`config.mk`:
```
export PLATFORM = sky130hd
export DESIGN_NAME = trivium_keygen
export DESIGN_NICKNAME = d
export VERILOG_FILES = /design/src/rtl/trivium_keygen.sv
export SDC_FILE = /design/constraint.sdc
export NUM_CORES = 1
export LEC_CHECK = 0
export BUFFER_PORTS_ARGS = -buffer_cell sky130_fd_sc_hd__buf_4
export CORE_MARGIN = 10
export CORE_UTILIZATION = 44
export DETAILED_ROUTE_END_ITERATION = 7
export GPL_TIMING_DRIVEN = 0
export PLACE_DENSITY_LB_ADDON = 0.15
export SETUP_SLACK_MARGIN = 0.2
export SYNTH_ARGS = -nofsm -noshare
export SYNTH_HDL_FRONTEND = slang
export SYNTH_SLANG_ARGS = --single-unit
```
`constraint.sdc`:
```
create_clock -name CLK -period 1.47 [get_ports CLK]
set_clock_uncertainty 0.15 [all_clocks]
set_input_delay 0.0735 -clock CLK [delete_from_list [all_inputs] [get_ports CLK]]
set_output_delay 0.0735 -clock CLK [all_outputs]
set_load 0.1 [all_outputs]
```
`src/rtl/trivium_keygen.sv`:
```
// trivium_keygen: Trivium keystream generator.
// Loads an 80-bit key and an 80-bit IV, runs WARMUP discarded updates and then
// produces WORD_W-bit keystream words on request, one keystream bit per clock.
// The 288-bit state keeps Trivium bit s(i) at st_q[i-1].
module trivium_keygen #(
    parameter int unsigned WARMUP = 1152,
    parameter int unsigned WORD_W = 64
) (
    input  logic              CLK,
    input  logic              RST,
    input  logic              reseed,
    input  logic [79:0]       seed,
    input  logic [79:0]       iv,
    input  logic              req,
    output logic [WORD_W-1:0] ks_word,
    output logic              ks_vld,
    output logic              ready,
    output logic              busy
);

    localparam int unsigned WU_W = (WARMUP > 1) ? $clog2(WARMUP) : 1;
    localparam int unsigned BC_W = $clog2(WORD_W + 1);

    typedef enum logic [1:0] {
        S_IDLE,
        S_WARMUP,
        S_READY,
        S_GEN
    } state_t;

    state_t            state_q;
    state_t            state_d;

    logic [287:0]      st_q;
    logic [287:0]      st_load;
    logic [287:0]      st_upd;
    logic              z;
    logic              t1;
    logic              t2;
    logic              t3;
    logic              n1;
    logic              n2;
    logic              n3;

    logic [WU_W-1:0]   wu_cnt_q;
    logic [BC_W-1:0]   bit_cnt_q;
    logic              wu_last;
    logic              bit_last;

    logic [WORD_W-1:0] sh_q;
    logic [WORD_W:0]   sh_cat;
    logic [WORD_W-1:0] sh_next;

    assign wu_last  = (wu_cnt_q == WU_W'(WARMUP - 1));
    assign bit_last = (bit_cnt_q == BC_W'(WORD_W - 1));

    assign ready = (state_q == S_READY);
    assign busy  = (state_q == S_WARMUP) || (state_q == S_GEN);

    // Initial state image: key bit-reversed into s1..s80, IV into s94..s173, s286..s288 set.
    always_comb begin
        st_load = '0;
        for (int unsigned i = 0; i < 80; i++) begin
            st_load[i]      = seed[79 - i];
            st_load[93 + i] = iv[79 - i];
        end
        st_load[287:285] = '1;
    end

    // One Trivium update: keystream bit z and the three-register shift.
    always_comb begin
        t1 = st_q[65]  ^ st_q[92];
        t2 = st_q[161] ^ st_q[176];
        t3 = st_q[242] ^ st_q[287];
        z  = t1 ^ t2 ^ t3;
        n1 = t1 ^ (st_q[90]  & st_q[91])  ^ st_q[170];
        n2 = t2 ^ (st_q[174] & st_q[175]) ^ st_q[263];
        n3 = t3 ^ (st_q[285] & st_q[286]) ^ st_q[68];
        st_upd = {st_q[286:177], n2, st_q[175:93], n1, st_q[91:0], n3};
    end

    // Word assembly: new bit enters at the LSB so the first bit ends up in the MSB.
    always_comb begin
        sh_cat  = {sh_q, z};
        sh_next = sh_cat[WORD_W-1:0];
    end

    // Next-state logic; reseed overrides everything except reset.
    always_comb begin
        state_d = state_q;
        if (reseed) begin
            state_d = S_WARMUP;
        end else begin
            case (state_q)
                S_IDLE:   state_d = S_IDLE;
                S_WARMUP: if (wu_last) state_d = S_READY;
                S_READY:  if (req) state_d = S_GEN;
                S_GEN:    if (bit_last) state_d = S_READY;
                default:  state_d = S_IDLE;
            endcase
        end
    end

    // FSM state register.
    always_ff @(posedge CLK) begin
        if (RST) begin
            state_q <= S_IDLE;
        end else begin
            state_q <= state_d;
        end
    end

    // Datapath: state register, counters, word shift register and output word.
    always_ff @(posedge CLK) begin
        if (RST) begin
            st_q      <= '0;
            wu_cnt_q  <= '0;
            bit_cnt_q <= '0;
            sh_q      <= '0;
            ks_word   <= '0;
            ks_vld    <= 1'b0;
        end else if (reseed) begin
            st_q      <= st_load;
            wu_cnt_q  <= '0;
            bit_cnt_q <= '0;
            sh_q      <= '0;
            ks_word   <= '0;
            ks_vld    <= 1'b0;
        end else begin
            ks_vld <= 1'b0;
            case (state_q)
                S_WARMUP: begin
                    st_q     <= st_upd;
                    wu_cnt_q <= wu_cnt_q + 1'b1;
                end
                S_READY: begin
                    if (req) begin
                        bit_cnt_q <= '0;
                    end
                end
                S_GEN: begin
                    st_q      <= st_upd;
                    sh_q      <= sh_next;
                    bit_cnt_q <= bit_cnt_q + 1'b1;
                    if (bit_last) begin
                        ks_word <= sh_next;
                        ks_vld  <= 1'b1;
                    end
                end
                default: begin
                end
            endcase
        end
    end

endmodule

```
Word level (Yosys, flattened, before mapping):

Cells that the tools add are included.

* bits in registers: 436
* bits in latches: 0
* memory bits (writable): 0
* bits in read-only memories: 0
* bits of input ports: 164
* output and inout port bits: 67
* memories kept: 0

* $add $sub $neg: 2
* multipliers: 0
* div/mod/pow operators: 0
* $lt $le $gt $ge: 0
* equality and inequality tests: 11
* shift operators: 0
* mux-type cells: 10
* bitwise gates (word level): 15
* reduce and logical (&&, ||, !) cells: 11

Operator list (number)
* 288-bit 2-to-1 mux: 2
* 7-bit one-hot mux with 2 select lines: 1
* 11-bit by 1-bit adder with 11-bit output, second input constant: 1
* 11-bit == test, second input constant: 1
* 1-bit bitwise XOR: 11
* 3-bit != test, second input constant: 3
* 2-bit one-hot mux with 4 select lines: 1
* 7-bit by 1-bit adder with 7-bit output, second input constant: 1
* 7-bit by 6-bit == test with 1-bit output, second input constant: 1
* 7-bit 2-to-1 mux: 1
* 2-bit 2-to-1 mux: 3
* 2-bit != test, second input constant: 3
* 3-bit AND reduction: 2
* 2-bit == test, second input constant: 2
* 2-bit AND reduction: 2
* 2-bit nonzero test: 2
* 2-bit OR reduction: 2
* 1-bit bitwise AND: 3
* 3-bit OR reduction: 1
* 2-bit by 1-bit == test with 1-bit output, second input constant: 1
* 2-bit zero test: 1
* 1-bit 2-to-1 mux: 2
* 1-bit logical OR: 1
* 1-bit inverter: 1

Logic depth before layout (Yosys ltp):

Gate-level depths: netlist of the first run.

* depth in word-level cells: 5
* depth in mapped cells: 8

Worst setup path after synthesis of the first run:

OpenSTA, ideal clock, no wires.

* path kind: flip-flop to flip-flop
* from: register state_q[0]
* to: register state_q[0]
* library setup time: 72 ps
* arrival time: 2383 ps
* required time: 1248 ps
* path slack: -1136 ps
* cell stages (with the launch flop): 6
* path buffers: 2
* clock period less this slack: 2606 ps
* path through: dfxtp_1 clkbuf_1 buf_2 nor2b_1 a221oi_1 a21oi_1

* word-level cells in the longest chain between the ends: 3
* elaborated cells on any way between the ends: 10

RTL lines
* from (decl): RTL line 31 `state_t state_q;`
* from (signal assigned): RTL line 109 `state_q <= state_d;`
* 2-bit == test (*)
* named net ready: RTL line 17 `output logic ready,`
* 2-bit one-hot mux with 4 select lines / 3-bit != test (equally long branches)
* 1-bit 2-to-1 mux / 3-bit AND reduction (equally long branches)

Mark *: on every way through the listed nets, which the timed path passes. The rest lies on a longest branch.
A chain may end at the register's enable or synchronous reset.

Worst setup path after layout of the first run:

* from: register state_q[0]
* to: register ks_word[43]

* word-level cells in the longest chain between the ends: 2

RTL lines
* 2-bit == test: RTL line 131 `case (state_q)`
* 2-bit AND reduction (no source line)
* to (signal assigned): RTL line 146 `ks_word <= sh_next;`
* to (decl): RTL line 15 `output logic [WORD_W-1:0] ks_word,`

No other way between the ends.

==> results of run 1 <==
-- worst max-delay path: cells and delay by family (launching register included) --
kind,cells,cell delay (ps)
buffers and inverters,4,520
DFF,1,330
AOI/OAI and AO/OA,1,170
and+or+nand+nor,3,530
-- worst max path at each step --
stage | startpoint | end | slack (ps) | cells after the start
final | state_q[0] | ks_word[43] | -320 | 8
after global routing | state_q[0] | ks_word[43] | -360 | 8
after CTS | state_q[0] | ready | -270 | 4
after detailed placement | RST | bit_cnt_q[4] | -620 | 6
after global placement | RST | bit_cnt_q[4] | -590 | 6
after floorplan | state_q[0] | state_q[0] | -60 | 5
-- kinds of logic after synthesis --
kind of cell	after synthesis
AOI/OAI and AO/OA	303
xor gates and xnor gates	20
adders and majority gates	2
buffers and inverters	148
DFF	436
muxes	285
and+or+nand+nor	769
-- power groups by stage --
stage,Clock (mW),Combinational (mW),Sequential [mW]
floorplan,0,1.34,12.5
global placement,0,1.98,12.5
detailed placement,0,2.01,12.5
CTS,12.4,2.85,12.2
global route,12.9,3.52,12.3
finish,12.2,3.31,12.2
-- flip-flops by register name, indices dropped and copies added, names as in the netlist --
| signal | flops |
|---|---|
| ks_word | 64 |
| ks_vld | 1 |
| sh_q | 63 |
| state_q | 2 |
| bit_cnt_q | 7 |
| st_q | 288 |
| wu_cnt_q | 11 |
-- metrics by stage --
stage / util [%] / total power [mW]
detailed placement: 51.5 / 14.5
CTS: 63.7 / 27.5
floorplan: - / 13.8
finish: 71.2 / 27.8
global route: 71.2 / 28.7
global placement: 51.5 / 14.5
-- per-layer routing --
metal  global-route usage (%)  vias up  part of all wire, %
met5                        0        -                    0
met4                     8.72        0                  3.7
met3                     3.94      128                  4.0
met2                     32.6      326                   50
met1                     22.8     7376                   42
li1                         -     7632                    -
-- cells in the final DEF (no fill, tap or decap), drive strengths merged, types with 3 or more instances in the layout --
cell	netlist	routed
bufinv	0	3
nand3	7	7
dfxtp	436	436
o21ai	3	3
nand2	266	266
clkinv	0	5
mux2i	283	283
xor2	8	8
buf	62	381
nand4	3	3
and4	5	5
a21oi	292	292
nor2b	5	5
xnor2	12	12
diode	0	11
clkbuf	86	179
a211oi	5	5
dlygate4sd3	0	163
nor2	463	463
nand3b	4	4
-- layout make-up --
cell class,count,area (sq um)
Multi-Input combinational cell,1379,8590
Clock buffer,75,1480
Buffer,148,1370
Clock inverter,9,124
Tap cell,511,639
Fill cell,2646,10900
Sequential cell,436,8820
Timing Repair Buffer,500,5880
Antenna cell,11,27.5
-- repair_timing --
action | 4_1_cts | 5_1_grt
setup endpoints to repair | 503 | 503
resized for setup | 188 | 552
setup buffers | 18 | 37
hold buffers | 163 | 0
endpoints found under the hold margin | 170 | 0
pin swaps | 33 | 92
cloned | 27 | 25
==> load_flow_metrics.sql, run 1 <==
INSERT INTO impl_metrics (metric_group, metric, value, unit) VALUES
('final_layout', 'design_area', '26900', 'sq um'),
('worst_setup_path', 'path_cells', 'buf_8 > and2_4 > buf_6 > and4b_2 > buf_12 > buf_8 > nand2_2 > a21oi_1', ''),
('cts', 'cts_tree', 'built', ''),
('synthesis', 'synth_area_leaders', 'dfxtp_1, mux2i_1, nor2_1', ''),
('floorplan', 'floorplan.initialDensity', '44.9', '%'),
('timing', 'setup-tns-final', '-58920', 'ps'),
('worst_setup_path', 'reg2reg_setup_slack', '-320', 'ps'),
('worst_setup_path', 'critical_path_arrival', '2130', 'ps'),
('worst_setup_path', 'critical_path.startpoint_type', 'flop', ''),
('worst_setup_path', 'crit_path_slowest_cell', 'and4b_2', ''),
('drt', 'route.detailed.vias_per_inst', '5.04', ''),
('place', 'placed_cell_area', '19500', 'sq um'),
('synthesis', 'yosys-top-cells-count', 'nor2_1, dfxtp_1, a21oi_1', ''),
('floorplan', 'die-area', '46900', 'sq um'),
('synthesis', 'postSynthCellCount', '1963', ''),
('power_and_ir_drop', 'cell_internal_power', '21.4', 'mW'),
('synthesis', 'number_of_storage_elements_in_the_synthesis_netlist', '436', ''),
('synthesis', 'yosysSeqAreaShare', '51.4', '%'),
('cts', 'cts_max_path_buffers', '3', ''),
('timing', 'final_period_minus_worst_setup_slack', '1790', 'ps'),
('place', 'placement.setup.worst_slack', '-621', 'ps'),
('final_layout', 'final_cell_count_no_fill', '3069', ''),
('timing', 'endpoints_failing_setup', '420', ''),
('outcome', 'outcome', 'complete, but fails checks', ''),
('worst_setup_path', 'critical-path-top-cell-by-count', 'buf_8', ''),
('cts', 'worst_setup_hold_path_clk_slew', '60', 'ps'),
('timing', 'worst_pin_slew', '837', 'ps'),
('timing', 'hold-worst-slack', '87.6', 'ps'),
('final_layout', 'finish.net_count', '2677', ''),
('drt', 'route.detailed.drc', '0', ''),
('worst_setup_path', 'worst_path_largest_cell_delay', '340', 'ps'),
('final_layout', 'syn_to_final_growth', '58.6', '%'),
('place', 'place_congestion', '0.786', ''),
('global_routing', 'grt.overflow.total', '0', ''),
('floorplan', 'die_height', '217', 'microns'),
('place', 'hpwlAfterDp', '29.6', 'mm'),
('global_routing', 'largest_net_degree_at_the_start_of_global_routing', '14', ''),
('synthesis', 'fraction_of_registers_with_async_set_reset', '0', '%'),
('floorplan', 'num_io_pins', '231', ''),
('synthesis', 'netlist.top_cell.by_area', 'dfxtp_1', ''),
('cts', 'clock_buffer_count_from_cts', '46', ''),
('worst_setup_path', 'endpoint_kind', 'flop', ''),
('timing', 'maxClockFrequency', '0.559', 'GHz'),
('synthesis', 'synthXorXnorAreaFrac', '1.03', '%'),
('cts', 'clk-insertion-delay-late', '580', 'ps'),
('place', 'place.port_buffers', '230', ''),
('job', 'maxCapViolCount', '0', ''),
('synthesis', 'mean_cell_area_of_the_mapped_netlist', '8.66', 'sq um'),
('cts', 'clock_tree.htree_level_count', '2', ''),
('floorplan', 'core-area', '37800', 'sq um'),
('synthesis', 'yosys.cell_count.top_type', 'nor2_1', ''),
('final_layout', 'post_route_cells_drive_above_1_share', '29.8', '%'),
('power_and_ir_drop', 'power.density', '1030', 'nW/um^2'),
('timing', 'slew_viol_final', '0', ''),
('power_and_ir_drop', 'power.leakage', '10.9', 'nW'),
('global_routing', 'via_count_of_the_first_global_routing_pass', '14900', ''),
('timing', 'final.setup.worst_slack', '-318', 'ps'),
('place', 'placed_cells_incl_taps', '2704', ''),
('cts', 'cts.root.buffer_cell', 'clkbuf_16', ''),
('worst_setup_path', 'destination_of_the_worst_register_to_register_timing_path', 'ks_word[43]', ''),
('worst_setup_path', 'timing.reg2reg.worst_path_depth', '8', ''),
('outcome', 'violations_in_the_final_reports', 'setup timing', ''),
('power_and_ir_drop', 'switchingPower', '6.43', 'mW'),
('min_path', 'hold_end', 'st_q[287]', ''),
('min_path', 'hold_path_startpoint', 'RST', ''),
('cts', 'number_of_clock_sinks_seen_by_cts', '436', ''),
('synthesis', 'syn-num-nets', '2129', ''),
('worst_setup_path', 'path_max_fanout', '6', ''),
('drt', 'wl_per_cell', '16.9', 'microns'),
('timing', 'slew_headroom', '44.2', '%'),
('synthesis', 'ys.warnings.count', '0', '');
(Power assumes the default switching activity.)
==> inputs of run 2 (changes only) <==
==> constraint.sdc (replaced) <==
create_clock -name CLK -period 1.47 [get_ports CLK]
set_clock_uncertainty 0.15 [all_clocks]
set_input_delay 0.147 -clock CLK [delete_from_list [all_inputs] [get_ports CLK]]
set_output_delay 0.147 -clock CLK [all_outputs]
set_load 0.1 [all_outputs]
==> load_flow_metrics.sql, run 2 (synthesis results as in run 1) <==
INSERT INTO impl_metrics (metric_group, metric, value, unit) VALUES
('outcome', 'outcome', 'complete, but fails checks', ''),
('outcome', 'violations_in_the_final_reports', 'setup timing', ''),
('drt', 'route.detailed.drc', '0', ''),
('global_routing', 'grt_pass1_wl', '72.4', 'mm'),
('worst_setup_path', 'critical_path_arrival', '1500', 'ps'),
('final_layout', 'reg_top3', 'st_q: 288 flops, ks_word: 64 flops, sh_q: 63 flops', ''),
('floorplan', 'core.rowCount', '71', ''),
('final_layout', 'max_flop_register', 'st_q', ''),
('power_and_ir_drop', 'power_frac_seq', '47.1', '%'),
('min_path', 'hold_path_class', 'primary input to flop', ''),
('drt', 'drt_iter0_drc', '823', ''),
('place', 'place.port_buffers', '230', ''),
('worst_setup_path', 'endpoint_kind', 'output pin', ''),
('timing', 'final.setup.worst_slack', '-327', 'ps'),
('timing', 'endpoints_failing_setup', '490', ''),
('global_routing', 'largest_net_degree_at_the_start_of_global_routing', '14', ''),
('timing', 'slew_headroom', '43.4', '%'),
('worst_setup_path', 'critical_path.startpoint_type', 'flop', ''),
('place', 'hpwlAfterDp', '29.6', 'mm'),
('place', 'placed_cell_area', '19500', 'sq um'),
('worst_setup_path', 'timing.reg2reg.worst_path_depth', '8', ''),
('power_and_ir_drop', 'vdd.ir_drop.worst', '942', 'uV'),
('worst_setup_path', 'reg2reg_setup_slack', '-300', 'ps'),
('job', 'maxCapViolCount', '0', ''),
('floorplan', 'core-area', '37800', 'sq um'),
('power_and_ir_drop', 'power.leakage', '9.52', 'nW'),
('power_and_ir_drop', 'pwr-share-comb', '10.9', '%'),
('drt', 'route.antenna.remaining_nets', '0', ''),
('global_routing', 'via_count_of_the_first_global_routing_pass', '14600', ''),
('drt', 'drt_pass1_iterations', '7', ''),
('cts', 'worst_setup_hold_path_clk_slew', '60', 'ps'),
('power_and_ir_drop', 'swShare', '23.4', '%'),
('timing', 'final_period_minus_worst_setup_slack', '1800', 'ps'),
('floorplan', 'die-area', '46900', 'sq um'),
('final_layout', 'design_area', '24200', 'sq um'),
('floorplan', 'floorplan.initialDensity', '44.9', '%'),
('drt', 'wl_per_cell', '15.4', 'microns'),
('final_layout', 'post_route_cells_drive_above_1_share', '20.0', '%'),
('drt', 'route.detailed.vias_per_inst', '4.94', ''),
('timing', 'final_hold_viol_count', '0', ''),
('cts', 'clock_buffer_count_from_cts', '45', ''),
('timing', 'rsz0062_at_grt', 'true', ''),
('cts', 'cts.root.buffer_cell', 'clkbuf_16', ''),
('min_path', 'hold_end', 'st_q[287]', ''),
('drt', 'dr_total_vias', '14900', ''),
('final_layout', 'final_common_cell', 'nor2_1', ''),
('final_layout', 'finish.net_count', '2624', ''),
('final_layout', 'syn_to_final_growth', '42.7', '%'),
('place', 'place_congestion', '0.795', ''),
('cts', 'clk-insertion-delay-late', '580', 'ps'),
('worst_setup_path', 'destination_of_the_worst_register_to_register_timing_path', 'ks_word[48]', ''),
('global_routing', 'grtUsageTotal', '18.3', '%'),
('timing', 'slew_viol_final', '0', ''),
('final_layout', 'largest_register_ffs', '288', ''),
('power_and_ir_drop', 'power.clock.fraction', '42.0', '%'),
('cts', 'clock_tree.htree_level_count', '2', ''),
('timing', 'setup-tns-final', '-77870', 'ps'),
('global_routing', 'grt.overflow.total', '0', ''),
('timing', 'fin_crit_sh', '122', '%'),
('cts', 'cts_tree', 'built', ''),
('cts', 'number_of_clock_sinks_seen_by_cts', '436', ''),
('floorplan', 'die_height', '217', 'microns'),
('global_routing', 'grt_antenna_before_repair', '7', ''),
('floorplan', 'num_io_pins', '231', ''),
('floorplan', 'dieWidth', '217', 'microns'),
('final_layout', 'num-fill-cells', '3078', ''),
('place', 'placed_cells_incl_taps', '2704', ''),
('worst_setup_path', 'worst-endpoint-required', '1170', 'ps'),
('final_layout', 'mostFrequentLayoutCells', 'nor2_1, dfxtp_1, mux2i_1, nand2_1', ''),
('worst_setup_path', 'path_max_fanout', '5', ''),
('power_and_ir_drop', 'switchingPower', '6.09', 'mW'),
('cts', 'cts_max_path_buffers', '3', ''),
('final_layout', 'final_cell_count_no_fill', '3009', ''),
('min_path', 'hold_path_startpoint', 'RST', ''),
('drt', 'wirelength', '46.2', 'mm'),
('worst_setup_path', 'timing.setup.critical_path_class', 'flop to output pin', ''),
('worst_setup_path', 'critical_path.reg2reg.startpoint', 'state_q[0]', ''),
('timing', 'maxClockFrequency', '0.557', 'GHz'),
('power_and_ir_drop', 'cell_internal_power', '20.0', 'mW'),
('timing', 'worst_pin_slew', '849', 'ps'),
('min_path', 'hold_depth', '3', ''),
('power_and_ir_drop', 'power.density', '1070', 'nW/um^2');
[run 2: changes by cell type in the layout (fill, tap and decap cells not counted), moves of 11 or more]
cell | previous run | this run
buf_12 | 99 | 26
nand2_1 | 176 | 256
nand2_4 | 35 | 1
dfxtp_1 | 385 | 434
dfxtp_4 | 12 | 1
a21oi_2 | 97 | 44
dfxtp_2 | 39 | 1
a21oi_1 | 195 | 248
buf_4 | 204 | 248
nand2_2 | 55 | 9
clkbuf_16 | 74 | 57
[run 2: metrics by stage]
stage	hold slack, ps	setup WS, ps	util [%]	power [mW]
floorplan	136	-60.8	-	13.8
global placement	226	-696	51.5	14.5
detailed placement	232	-725	51.5	14.5
CTS	60.2	-334	61.7	26.0
global route	138	-368	64.1	27.0
finish	94.8	-327	64.1	26.0
[run 2: layer usage]
layer	track usage (%)	part of all wire [%]	up-vias	routed length [microns]
met2	31.3	49	310	22700
met3	4.26	4.7	93	2160
met5	0	0	-	0
met1	22.2	43	6967	20100
met4	6.46	2.7	0	1260
li1	-	-	7502	-
[run 2: worst max path at each step]
stage | startpoint | end | depth (start not counted)
after floorplan | state_q[0] | state_q[0] | 5
after global placement | RST | bit_cnt_q[4] | 6
after detailed placement | RST | ks_word[2] | 6
after CTS | state_q[0] | ready | 4
after global routing | state_q[0] | ks_word[46] | 8
final | state_q[0] | ready | 4
[run 2: timing repair]
item / 4_1_cts / 5_1_grt
gates cloned: 14 / 13
hold buffers: 163 / 0
endpoints found under the hold margin: 170 / 0
pin swaps: 10 / 18
gates resized for setup: 114 / 150
setup buffers: 15 / 14
setup endpoints to repair: 503 / 503
[run 2: power by group through the flow]
| stage | Clock (mW) | Sequential [mW] | Combinational, mW |
|---|---|---|---|
| floorplan | 0 | 12.5 | 1.34 |
| global placement | 0 | 12.5 | 1.99 |
| detailed placement | 0 | 12.5 | 2.01 |
| CTS | 11.2 | 12.2 | 2.61 |
| global route | 11.7 | 12.3 | 3.07 |
| finish | 10.9 | 12.3 | 2.85 |
[run 2: cell type report]
cell class / count / area, sq um / share of cell area, %
Sequential cell: 436 / 8730 / 36.0
Tap cell: 511 / 639 / 2.64
Buffer: 147 / 1250 / 5.14
Clock buffer: 69 / 1310 / 5.39
Clock inverter: 10 / 101 / 0.418
Antenna cell: 8 / 20.0 / 0.0826
Multi-Input combinational cell: 1379 / 7900 / 32.6
Timing Repair Buffer: 449 / 4300 / 17.7
[run 2: worst max-delay path: stages, from the launching register on]
cell     delay (ps)
dfxtp_2         320
buf_8           120
buf_8           130
nor2b_4         160
buf_12          190
